<file path="src/rtl/ex_stage.sv">
// Execute stage: operand forwarding, ALU, jump/branch resolution and the EX/MEM register,
// plus an 8-step nibble-serial multiplier that stalls the front end while it runs.
module ex_stage (
    input  logic        clk,
    input  logic        rst,
    input  logic [4:0]  in_pc,
    input  logic [4:0]  in_rs1,
    input  logic [4:0]  in_rs2,
    input  logic [31:0] in_rd1,
    input  logic [31:0] in_rd2,
    input  logic [31:0] in_imm,
    input  logic        in_alu_src,
    input  logic [4:0]  in_alu_op,
    input  logic        in_is_jump,
    input  logic        in_reg_wrenable,
    input  logic        in_mem_wrenable,
    input  logic        in_mem_to_reg,
    input  logic [4:0]  in_write_reg,
    input  logic        mem_fwd_en,
    input  logic [4:0]  mem_fwd_reg,
    input  logic [31:0] mem_fwd_data,
    input  logic        wb_fwd_en,
    input  logic [4:0]  wb_fwd_reg,
    input  logic [31:0] wb_fwd_data,
    output logic        stall,
    output logic [31:0] out_alu_result,
    output logic [31:0] out_store_data,
    output logic [4:0]  out_write_reg,
    output logic        out_reg_wrenable,
    output logic        out_mem_wrenable,
    output logic        out_mem_to_reg,
    output logic        out_taken,
    output logic [4:0]  out_target
);

    typedef enum logic [0:0] {
        IDLE = 1'b0,
        BUSY = 1'b1
    } mul_state_t;

    mul_state_t  state_r;
    logic [2:0]  count_r;
    logic [31:0] mcand_r;
    logic [31:0] mplier_r;
    logic [31:0] acc_r;

    logic [31:0] op_a_s;
    logic [31:0] op_b_s;
    logic [31:0] rs2_val_s;
    logic [3:0]  nibble_s;
    logic [31:0] partial_s;
    logic [31:0] acc_next_s;
    logic [31:0] alu_result_s;
    logic        taken_s;
    logic [4:0]  target_s;
    logic        mul_req_s;
    logic        mul_done_s;

    // The youngest producer (EX/MEM) wins; r0 is hard-wired and never forwarded.
    function automatic logic [31:0] fwd_sel(
        input logic [4:0]  rs,
        input logic [31:0] rd,
        input logic        m_en,
        input logic [4:0]  m_reg,
        input logic [31:0] m_data,
        input logic        w_en,
        input logic [4:0]  w_reg,
        input logic [31:0] w_data
    );
        logic [31:0] val;
        if (rs == 5'd0) begin
            val = rd;
        end else if (m_en && (m_reg == rs)) begin
            val = m_data;
        end else if (w_en && (w_reg == rs)) begin
            val = w_data;
        end else begin
            val = rd;
        end
        return val;
    endfunction

    assign mul_req_s  = (in_alu_op == 5'd11) && !in_is_jump;
    assign mul_done_s = (state_r == BUSY) && (count_r == 3'd7);
    assign stall      = ((state_r == IDLE) && mul_req_s) || ((state_r == BUSY) && (count_r != 3'd7));

    // Resolve both source operands through the forwarding network.
    always_comb begin
        op_a_s    = fwd_sel(in_rs1, in_rd1, mem_fwd_en, mem_fwd_reg, mem_fwd_data,
                            wb_fwd_en, wb_fwd_reg, wb_fwd_data);
        rs2_val_s = fwd_sel(in_rs2, in_rd2, mem_fwd_en, mem_fwd_reg, mem_fwd_data,
                            wb_fwd_en, wb_fwd_reg, wb_fwd_data);
        if (in_alu_src) begin
            op_b_s = in_imm;
        end else begin
            op_b_s = rs2_val_s;
        end
    end

    // One multiplier step: shifted multiplicand times the current multiplier nibble.
    always_comb begin
        nibble_s   = mplier_r[{count_r, 2'b00} +: 4];
        partial_s  = (mcand_r << {count_r, 2'b00}) * {28'd0, nibble_s};
        acc_next_s = acc_r + partial_s;
    end

    // ALU and control-flow resolution; a jump overrides whatever alu_op says.
    always_comb begin
        alu_result_s = 32'd0;
        taken_s      = 1'b0;
        target_s     = 5'd0;
        if (in_is_jump) begin
            alu_result_s = {27'd0, in_pc + 5'd1};
            taken_s      = 1'b1;
            target_s     = op_a_s[4:0] + in_imm[4:0];
        end else begin
            case (in_alu_op)
                5'd0:  alu_result_s = op_a_s + op_b_s;
                5'd1:  alu_result_s = op_a_s - op_b_s;
                5'd2:  alu_result_s = op_a_s & op_b_s;
                5'd3:  alu_result_s = op_a_s | op_b_s;
                5'd4:  alu_result_s = op_a_s ^ op_b_s;
                5'd5:  alu_result_s = op_a_s << op_b_s[4:0];
                5'd6:  alu_result_s = op_a_s >> op_b_s[4:0];
                5'd7:  alu_result_s = $signed(op_a_s) >>> op_b_s[4:0];
                5'd8:  alu_result_s = {31'd0, $signed(op_a_s) < $signed(op_b_s)};
                5'd9:  alu_result_s = {31'd0, op_a_s < op_b_s};
                5'd10: alu_result_s = op_b_s;
                5'd11: alu_result_s = acc_next_s;
                5'd12: begin
                    taken_s  = (op_a_s == op_b_s);
                    target_s = in_pc + in_imm[4:0];
                end
                5'd13: begin
                    taken_s  = (op_a_s != op_b_s);
                    target_s = in_pc + in_imm[4:0];
                end
                default: alu_result_s = 32'd0;
            endcase
        end
    end

    // Multiplier FSM; operands are latched on entry so later forwarding cannot disturb them.
    always_ff @(posedge clk or posedge rst) begin
        if (rst) begin
            state_r  <= IDLE;
            count_r  <= 3'd0;
            mcand_r  <= 32'd0;
            mplier_r <= 32'd0;
            acc_r    <= 32'd0;
        end else begin
            case (state_r)
                IDLE: begin
                    if (mul_req_s) begin
                        mcand_r  <= op_a_s;
                        mplier_r <= op_b_s;
                        acc_r    <= 32'd0;
                        count_r  <= 3'd0;
                        state_r  <= BUSY;
                    end else begin
                        state_r  <= IDLE;
                    end
                end
                BUSY: begin
                    acc_r   <= acc_next_s;
                    count_r <= count_r + 3'd1;
                    if (mul_done_s) begin
                        state_r <= IDLE;
                    end else begin
                        state_r <= BUSY;
                    end
                end
                default: begin
                    state_r <= IDLE;
                    count_r <= 3'd0;
                end
            endcase
        end
    end

    // EX/MEM boundary register; a stall inserts a bubble and leaves the data fields as they were.
    always_ff @(posedge clk or posedge rst) begin
        if (rst) begin
            out_alu_result   <= 32'd0;
            out_store_data   <= 32'd0;
            out_write_reg    <= 5'd0;
            out_reg_wrenable <= 1'b0;
            out_mem_wrenable <= 1'b0;
            out_mem_to_reg   <= 1'b0;
            out_taken        <= 1'b0;
            out_target       <= 5'd0;
        end else if (stall) begin
            out_reg_wrenable <= 1'b0;
            out_mem_wrenable <= 1'b0;
            out_mem_to_reg   <= 1'b0;
            out_taken        <= 1'b0;
        end else begin
            out_alu_result   <= alu_result_s;
            out_store_data   <= rs2_val_s;
            out_write_reg    <= in_write_reg;
            out_reg_wrenable <= in_reg_wrenable;
            out_mem_wrenable <= in_mem_wrenable;
            out_mem_to_reg   <= in_mem_to_reg;
            out_taken        <= taken_s;
            out_target       <= target_s;
        end
    end

endmodule

</file>
<file path="config.mk">
export PLATFORM = sky130hd
export DESIGN_NAME = ex_stage
export DESIGN_NICKNAME = d
export VERILOG_FILES = /design/src/rtl/ex_stage.sv
export SDC_FILE = /design/constraint.sdc
export NUM_CORES = 1
export LEC_CHECK = 0
export CAP_MARGIN = 0
export CORE_ASPECT_RATIO = 1.1
export CORE_UTILIZATION = 31
export DETAILED_ROUTE_END_ITERATION = 12
export PLACE_DENSITY = 0.48
export SLEW_MARGIN = 10
export SYNTH_ARGS = -nofsm -noshare
export SYNTH_HDL_FRONTEND = slang
export SYNTH_SLANG_ARGS = --single-unit
</file>
<file path="constraint.sdc">
create_clock -name clk -period 8.65 [get_ports clk]
set_input_delay 2.1625 -clock clk [delete_from_list [all_inputs] [get_ports clk]]
set_output_delay 2.1625 -clock clk [all_outputs]
set_load 0.02 [all_outputs]
</file>
==> reports/metrics.csv, run 1 <==
stage;metric;value;unit
yosys;share of the synthesized area in the top cell type;0.188;
finish;design area;0.0286;mm^2
yosys;synthesized area;0.0237;mm^2
yosys;warnings from Yosys;0;
critical_path;cell mode on critical path;a31oi_1;
sta;RSZ-0062 raised after global routing;false;
critical_path;Cell Chain, Critical Path;clkdlybuf4s50_1 -> or4_4 -> or2_1 -> nand3_1 -> nand2_1 -> buf_4 -> o22ai_1 -> nor2_1 -> a21oi_1 -> ha_1 -> nor3b_1 -> o31a_1 -> a31o_2 -> or2_2 -> o21ai_0 -> o211ai_1 -> a31oi_1 -> o221ai_1 -> a22oi_1 -> a31oi_1;
cts;H-tree depth;4;
global_routing;number of global-route vias before repair;26087;
finish;final net count;3761;
yosys;count of cell types in the netlist;92;
cts;Longest Clk Path Bufs;2;
critical_path;Arr. time, crit path;7.91;ns
yosys;Syn Inst Count;3102;
critical_path;critical path fanouts, max;31;
routing;DR vias/cell;6.00;
cts;Hold Buf Count CTS;0;
floorplan;# IOs;283;
min_path;min-delay src;out_write_reg[1];
yosys;syn nets;3539;
sta;skew final;0.0233;ns
cts;Sink Count;178;
flow_run;max cap viols;0;
power;PwrDens;268;mW/mm^2
routing;drt wl/cell;31.4;um
finish;commonest non-fill, non-tap cell in the layout;nand2_1;
finish;Area Growth Syn to Fin;20.9;%
placement;placed cells;4321;
floorplan;core area;0.0751;mm^2
yosys;Post-synth EDFFs;0;
placement;Area after DPL;0.0280;mm^2
sta;final worst slack;1.14;ns
power;sw frac;0.545;
floorplan;Die Area;0.0775;mm^2
sta;final critical-path share of the clock period;0.868;
cts;post-CTS setup buffer count;0;
power;sequential share of power;0.176;
finish;most frequent cells in the layout;nand2_1, nor2_1, clkdlybuf4s50_1;
sta;Worst Tran Pin Value;1.25;ns
yosys;register area share after synthesis;0.188;
cts;CTS tree;yes;
routing;DR pass1 iterations;6;
sta;Max Slew Vio Count;0;
floorplan;Initial Util;0.315;
critical_path;CP Capture Type;flop;
finish;filler cell count;7977;
critical_path;Crit Path Category;input port to flop;
yosys;fraction of registers with async set/reset;1.00;
yosys;Syn Area/Cell;7.64;um^2
critical_path;Worst path max stage delay;0.60;ns
routing;initial DRC count;2684;
routing;Antenna Nets Post-Route;0;
floorplan;chip height;292;um
finish;share of layout cells above drive strength 1;0.0893;
sta;final hold violations;0;
global_routing;first-pass GRT wire length;195000;um
placement;DP Wirelength;108000;um
yosys;post-synthesis mux area share;0.0796;
sta;Slew headroom;0.161;
critical_path;R2R Path Start;count_r[0];
yosys;Yosys top cell by area;dfrtp_1;
sta;Worst Hold Margin;0.468;ns
cts;Clk pin slew, worst setup/hold paths;0.08;ns
yosys;Compound-Gate Fraction of Synth Area;0.284;
sta;fmax;0.133;GHz
sta;Fin Setup TNS;0;ns
finish;Non-Filler Instances;4357;
routing;Vias;26132;
cts;root buf cell;clkbuf_16;
cts;Resize count post-CTS;0;
power;Net Switching;4.18;mW
cts;CTS Buf Count;17;
sta;Final min period;7.51;ns
yosys;top cells by area, synth;dfrtp_1, fa_1, ha_1, mux2i_1, o21ai_0;
global_routing;initial antenna violation count;8;
placement;routability-driven placement congestion ratio;1.03;
power;Max VDD drop;333;uV
power;internal power;3.49;mW
yosys;Synth Flop Type;dfrtp_1;
power;Leak;12.2;nW
min_path;Hold Path Class;flop to flop;
placement;Setup WS pre-CTS;0.651;ns
yosys;xor/xnor cell area share of the yosys netlist;0.0300;
floorplan;Cell Rows;105;
critical_path;Crit-path slowest cell;or4_4;
cts;Skew-Pair Late Insertion Delay;0.53;ns
critical_path;crit path launch;in_rs2[3];
floorplan;die width;266;um
yosys;largest family of logic cells by synthesized area;compound AO/OA/AOI/OAI gates;
critical_path;crit start category;input port;
global_routing;largest net degree at the start of global routing;125;
yosys;synthesis-stage register bit count;178;
yosys;simple logic cell fraction of the synthesized area;0.190;
critical_path;critical path required time;9.05;ns
routing;Residual DRC;0;
global_routing;total congestion overflow;0;
yosys;Post-Synth Adder-Cell Area;0.152;
sta;final setup vio count;0;
routing;DRT Wirelength;137000;um
power;Clk pwr share;0.118;
global_routing;GRT Total Usage;0.351;
placement;PortBufs;282;
power;combinational power share;0.706;
run_status;status;finished clean;
-- worst paths after layout --
path                                      endpoint  cells past startpoint  slack (ns)
worst max register to register  out_alu_result[24]                     19        1.52
worst min register to register    out_write_reg[1]                      2        0.47
worst min-delay path              out_write_reg[1]                      2        0.47
min in group asynchronous        out_store_data[0]                      2        2.13
worst max-delay path            out_alu_result[21]                     20        1.14
max in group asynchronous             mplier_r[24]                      3        5.11
-- area by class of cell --
| class | instances | area [um^2] | share of cell area |
|---|---|---|---|
| clock inverters | 13 | 181 | 0.00634 |
| diodes | 4 | 10.0 | 0.000350 |
| flip-flops and latches | 178 | 4460 | 0.156 |
| multi-input cells | 2463 | 17500 | 0.610 |
| well taps | 1016 | 1270 | 0.0444 |
| repair buffers | 414 | 3860 | 0.135 |
| clock buffers | 19 | 443 | 0.0155 |
| inverters | 250 | 950 | 0.0332 |
-- synth_stat cells (12+ instances only) --
| library cell | n |
|---|---|
| a2111oi_0 | 14 |
| a211oi_1 | 40 |
| a21o_1 | 34 |
| a21oi_1 | 164 |
| a221o_1 | 13 |
| a221oi_1 | 34 |
| a22o_1 | 36 |
| a22oi_1 | 19 |
| a31oi_1 | 30 |
| and2_1 | 20 |
| and3_1 | 12 |
| buf_1 | 14 |
| buf_2 | 22 |
| clkbuf_1 | 166 |
| dfrtp_1 | 178 |
| fa_1 | 90 |
| ha_1 | 143 |
| inv_1 | 240 |
| mux2_2 | 24 |
| mux2i_1 | 126 |
| mux4_2 | 13 |
| nand2_1 | 329 |
| nand2b_1 | 27 |
| nand3_1 | 42 |
| nor2_1 | 315 |
| nor2b_1 | 31 |
| nor3_1 | 58 |
| nor4_1 | 16 |
| o211ai_1 | 35 |
| o21a_1 | 36 |
| o21ai_0 | 248 |
| o21ai_1 | 20 |
| o21bai_1 | 14 |
| o221ai_1 | 50 |
| o22a_1 | 12 |
| o22ai_1 | 75 |
| or2_2 | 44 |
| or3_1 | 48 |
| xnor2_1 | 55 |
| xor2_1 | 26 |
-- logic make-up (layout without fill, tap and decap cells) --
family | Yosys count | after routing
other cells | 0 | 4
compound gates | 994 | 994
flops | 178 | 178
buf+inv | 461 | 696
simple gates | 988 | 988
xor+xnor | 81 | 81
mux | 167 | 167
fa+ha+maj | 233 | 233
-- power by group through the flow --
stage               Sequential [mW]  Combinational [mW]  Clock, mW
floorplan                      1.44                3.14          0
global placement               1.35                5.28          0
detailed placement             1.35                5.34          0
CTS                            1.35                5.36      0.934
global route                   1.38                5.87      0.949
finish                         1.35                5.42      0.907
-- worst max-delay path: cells and delay by family --
family,cells,cell delay [ns]
adder cells (fa/ha/maj),1,0.43
AND/OR/NAND/NOR,7,1.49
AO/OA/AOI/OAI,10,3.06
buffers and inverters,2,0.72
-- stage by stage --
stage / total power, mW / utilization
6_report: 7.68 / 0.381
5_1_grt: 8.21 / 0.381
4_1_cts: 7.65 / 0.381
3_5_place_dp: 6.70 / 0.373
3_3_place_gp: 6.63 / 0.373
2_1_floorplan: 4.57 / -
-- per-layer routing --
| metal | global-route usage | vias up | wire length (um) |
|---|---|---|---|
| met3 | 0.0669 | 242 | 9670 |
| met4 | 0.169 | 6 | 7260 |
| met2 | 0.567 | 1173 | 63100 |
| met1 | 0.447 | 13117 | 56900 |
| li1 | - | 11594 | - |
| met5 | 0 | - | 38 |
Note: power is estimated with default switching activity, not from simulation.
==> run 2, diff against run 1 <==
Settings changed: PLACE_DENSITY 0.48 to not set.
==> reports/metrics.csv, run 2 (synthesized netlist as in run 1, its figures left out) <==
stage;metric;value;unit;change
cts;Sink Count;178;;unchanged
placement;placed cells;4305;;-0.37%
critical_path;critical path required time;9.04;ns;about the same
placement;DP Wirelength;96400;um;-11%
critical_path;Worst path max stage delay;0.66;ns;+0.06 ns
sta;Fin Setup TNS;0;ns;unchanged
sta;final setup vio count;0;;unchanged
global_routing;total congestion overflow;0;;unchanged
floorplan;core area;0.0751;mm^2;unchanged
routing;DR vias/cell;6.08;;+1.4%
critical_path;crit start category;input port;;
finish;area occupied by multi-input gates;0.0175;mm^2;about the same
routing;Vias;26410;;+1.1%
finish;Area Growth Syn to Fin;20.0;%;
finish;filler cell count;8008;;+0.39%
floorplan;Initial Util;0.315;;unchanged
critical_path;CP Capture Type;flop;;
routing;Antenna Nets Post-Route;0;;unchanged
global_routing;met3 Use GR;0.0649;;-0.00202
cts;CTS Buf Count;17;;unchanged
finish;commonest non-fill, non-tap cell in the layout;nand2_1;;
critical_path;Arr. time, crit path;8.26;ns;+0.35 ns
cts;H-tree depth;4;;unchanged
power;PwrDens;261;mW/mm^2;-2.5%
sta;Max Slew Vio Count;0;;unchanged
cts;Hold Buf Count CTS;0;;unchanged
sta;final hold violations;0;;unchanged
critical_path;cell mode on critical path;o21ai_0;;
sta;skew final;0.0173;ns;-0.00604 ns
routing;initial DRC count;3323;;+24%
flow_run;max cap viols;0;;unchanged
critical_path;Crit-path slowest cell;clkdlybuf4s50_1;;
floorplan;Die Area;0.0775;mm^2;unchanged
critical_path;critical path fanouts, max;18;;-42%
global_routing;first-pass GRT wire length;180000;um;-7.5%
routing;drt wl/cell;28.6;um;-9.0%
min_path;Hold Path Class;flop to flop;;
run_status;status;finished clean;;
floorplan;# IOs;283;;unchanged
critical_path;buffers and inverters on the worst path;3;;+1
cts;CTS tree;yes;;
global_routing;initial antenna violation count;11;;+3
routing;DR pass1 iterations;8;;+2
floorplan;Cell Rows;105;;unchanged
finish;final net count;3745;;-0.43%
finish;most frequent cells in the layout;nand2_1, nor2_1, clkdlybuf4s50_1;;
global_routing;number of global-route vias before repair;25527;;-2.1%
sta;Worst Tran Pin Value;1.13;ns;-0.120 ns
placement;routability-driven placement congestion ratio;1.09;;+6.1%
floorplan;die width;266;um;unchanged
routing;Residual DRC;0;;unchanged
sta;Slew headroom;0.250;;+0.0888
sta;Final min period;7.86;ns;+0.350 ns
critical_path;Cell Chain, Critical Path;clkdlybuf4s50_1 -> xnor2_1 -> and4_1 -> nand2_1 -> o22ai_1 -> nand2_1 -> o21ai_0 -> o21a_1 -> inv_1 -> ha_1 -> nor2b_1 -> o21ai_0 -> or4b_1 -> o31ai_1 -> o21ai_0 -> o41ai_1 -> buf_4 -> o211a_1 -> o221ai_1 -> mux2i_1 -> a41oi_1;;
placement;PortBufs;282;;unchanged
global_routing;GRT busiest layer;met2;;
global_routing;GRT Total Usage;0.318;;-0.0331
floorplan;chip height;292;um;unchanged
sta;fmax;0.127;GHz;-4.5%
finish;Non-Filler Instances;4341;;-0.37%
cts;Resize count post-CTS;0;;unchanged
sta;RSZ-0062 raised after global routing;false;;
power;Leak;12.1;nW;-1.1%
finish;storage element area;0.00446;mm^2;unchanged
cts;post-CTS setup buffer count;0;;unchanged
critical_path;CP top delay family;compound AO/OA/AOI/OAI gates;;
critical_path;Crit Path Category;input port to flop;;
cts;Skew-Pair Late Insertion Delay;0.52;ns;about the same
global_routing;M1 GR Usage;0.403;;-0.0443
cts;Clk pin slew, worst setup/hold paths;0.09;ns;about the same
routing;DRT Wirelength;124000;um;-9.4%
finish;share of layout cells above drive strength 1;0.0849;;-0.00436
sta;final critical-path share of the clock period;0.909;;+0.0405
global_routing;met2 usage;0.488;;-0.0794
power;Max VDD drop;212;uV;-36%
cts;root buf cell;clkbuf_16;;
cts;Longest Clk Path Bufs;2;;unchanged
global_routing;largest net degree at the start of global routing;125;;unchanged
## run 2: final cells by class
| cell class | count | share of cell area |
|---|---|---|
| well taps | 1016 | 0.0447 |
| clock buffers | 18 | 0.0151 |
| clock inverters | 13 | 0.00423 |
| multi-input cells | 2463 | 0.615 |
| inverters | 250 | 0.0334 |
| repair buffers | 398 | 0.131 |
| flip-flops and latches | 178 | 0.157 |
| diodes | 5 | 0.000440 |
## run 2: metrics by stage
stage                     utilization  power [mW]  area, um^2  hold WS [ns]  worst slack [ns]
after CTS                       0.378        7.35       28400         0.476             0.964
after detailed placement        0.371        6.50       27900         0.457             0.405
after global routing            0.378        7.94       28400         0.495             0.463
final                           0.378        7.43       28400         0.472             0.789
after global placement          0.371        6.46       27900         0.455             0.393
after floorplan                     -        4.57       23700         0.444              1.38
## run 2: where the power goes
part	switching (mW)	internal, mW
logic	3.36	1.90
registers	0.224	1.12
clock network	0.447	0.377
total	4.03	3.39
## run 2: path summary, 6_finish.rpt
kind,start,endpoint,slack (ns),cells after the start
worst max-delay path,in_rs2[4],out_alu_result[30],0.79,21
worst min-delay path,out_write_reg[4],out_write_reg[4],0.47,2
worst max register to register,count_r[0],out_alu_result[25],1.66,22
worst min register to register,out_write_reg[4],out_write_reg[4],0.47,2
max in group asynchronous,rst,out_alu_result[19],5.10,3
min in group asynchronous,rst,out_store_data[26],2.16,2
## run 2: routing by layer
metal  vias to the layer above  routed length, um
met2                      1617              54100
met4                        10               9690
met1                     12780              48600
met5                         -                 78
li1                      11560                  -
met3                       443              11700
## run 2: worst min-delay path, delay by kind of cell (launching register included)
family	cells	cell delay (ns)
flops	1	0.35
simple gates	2	0.10
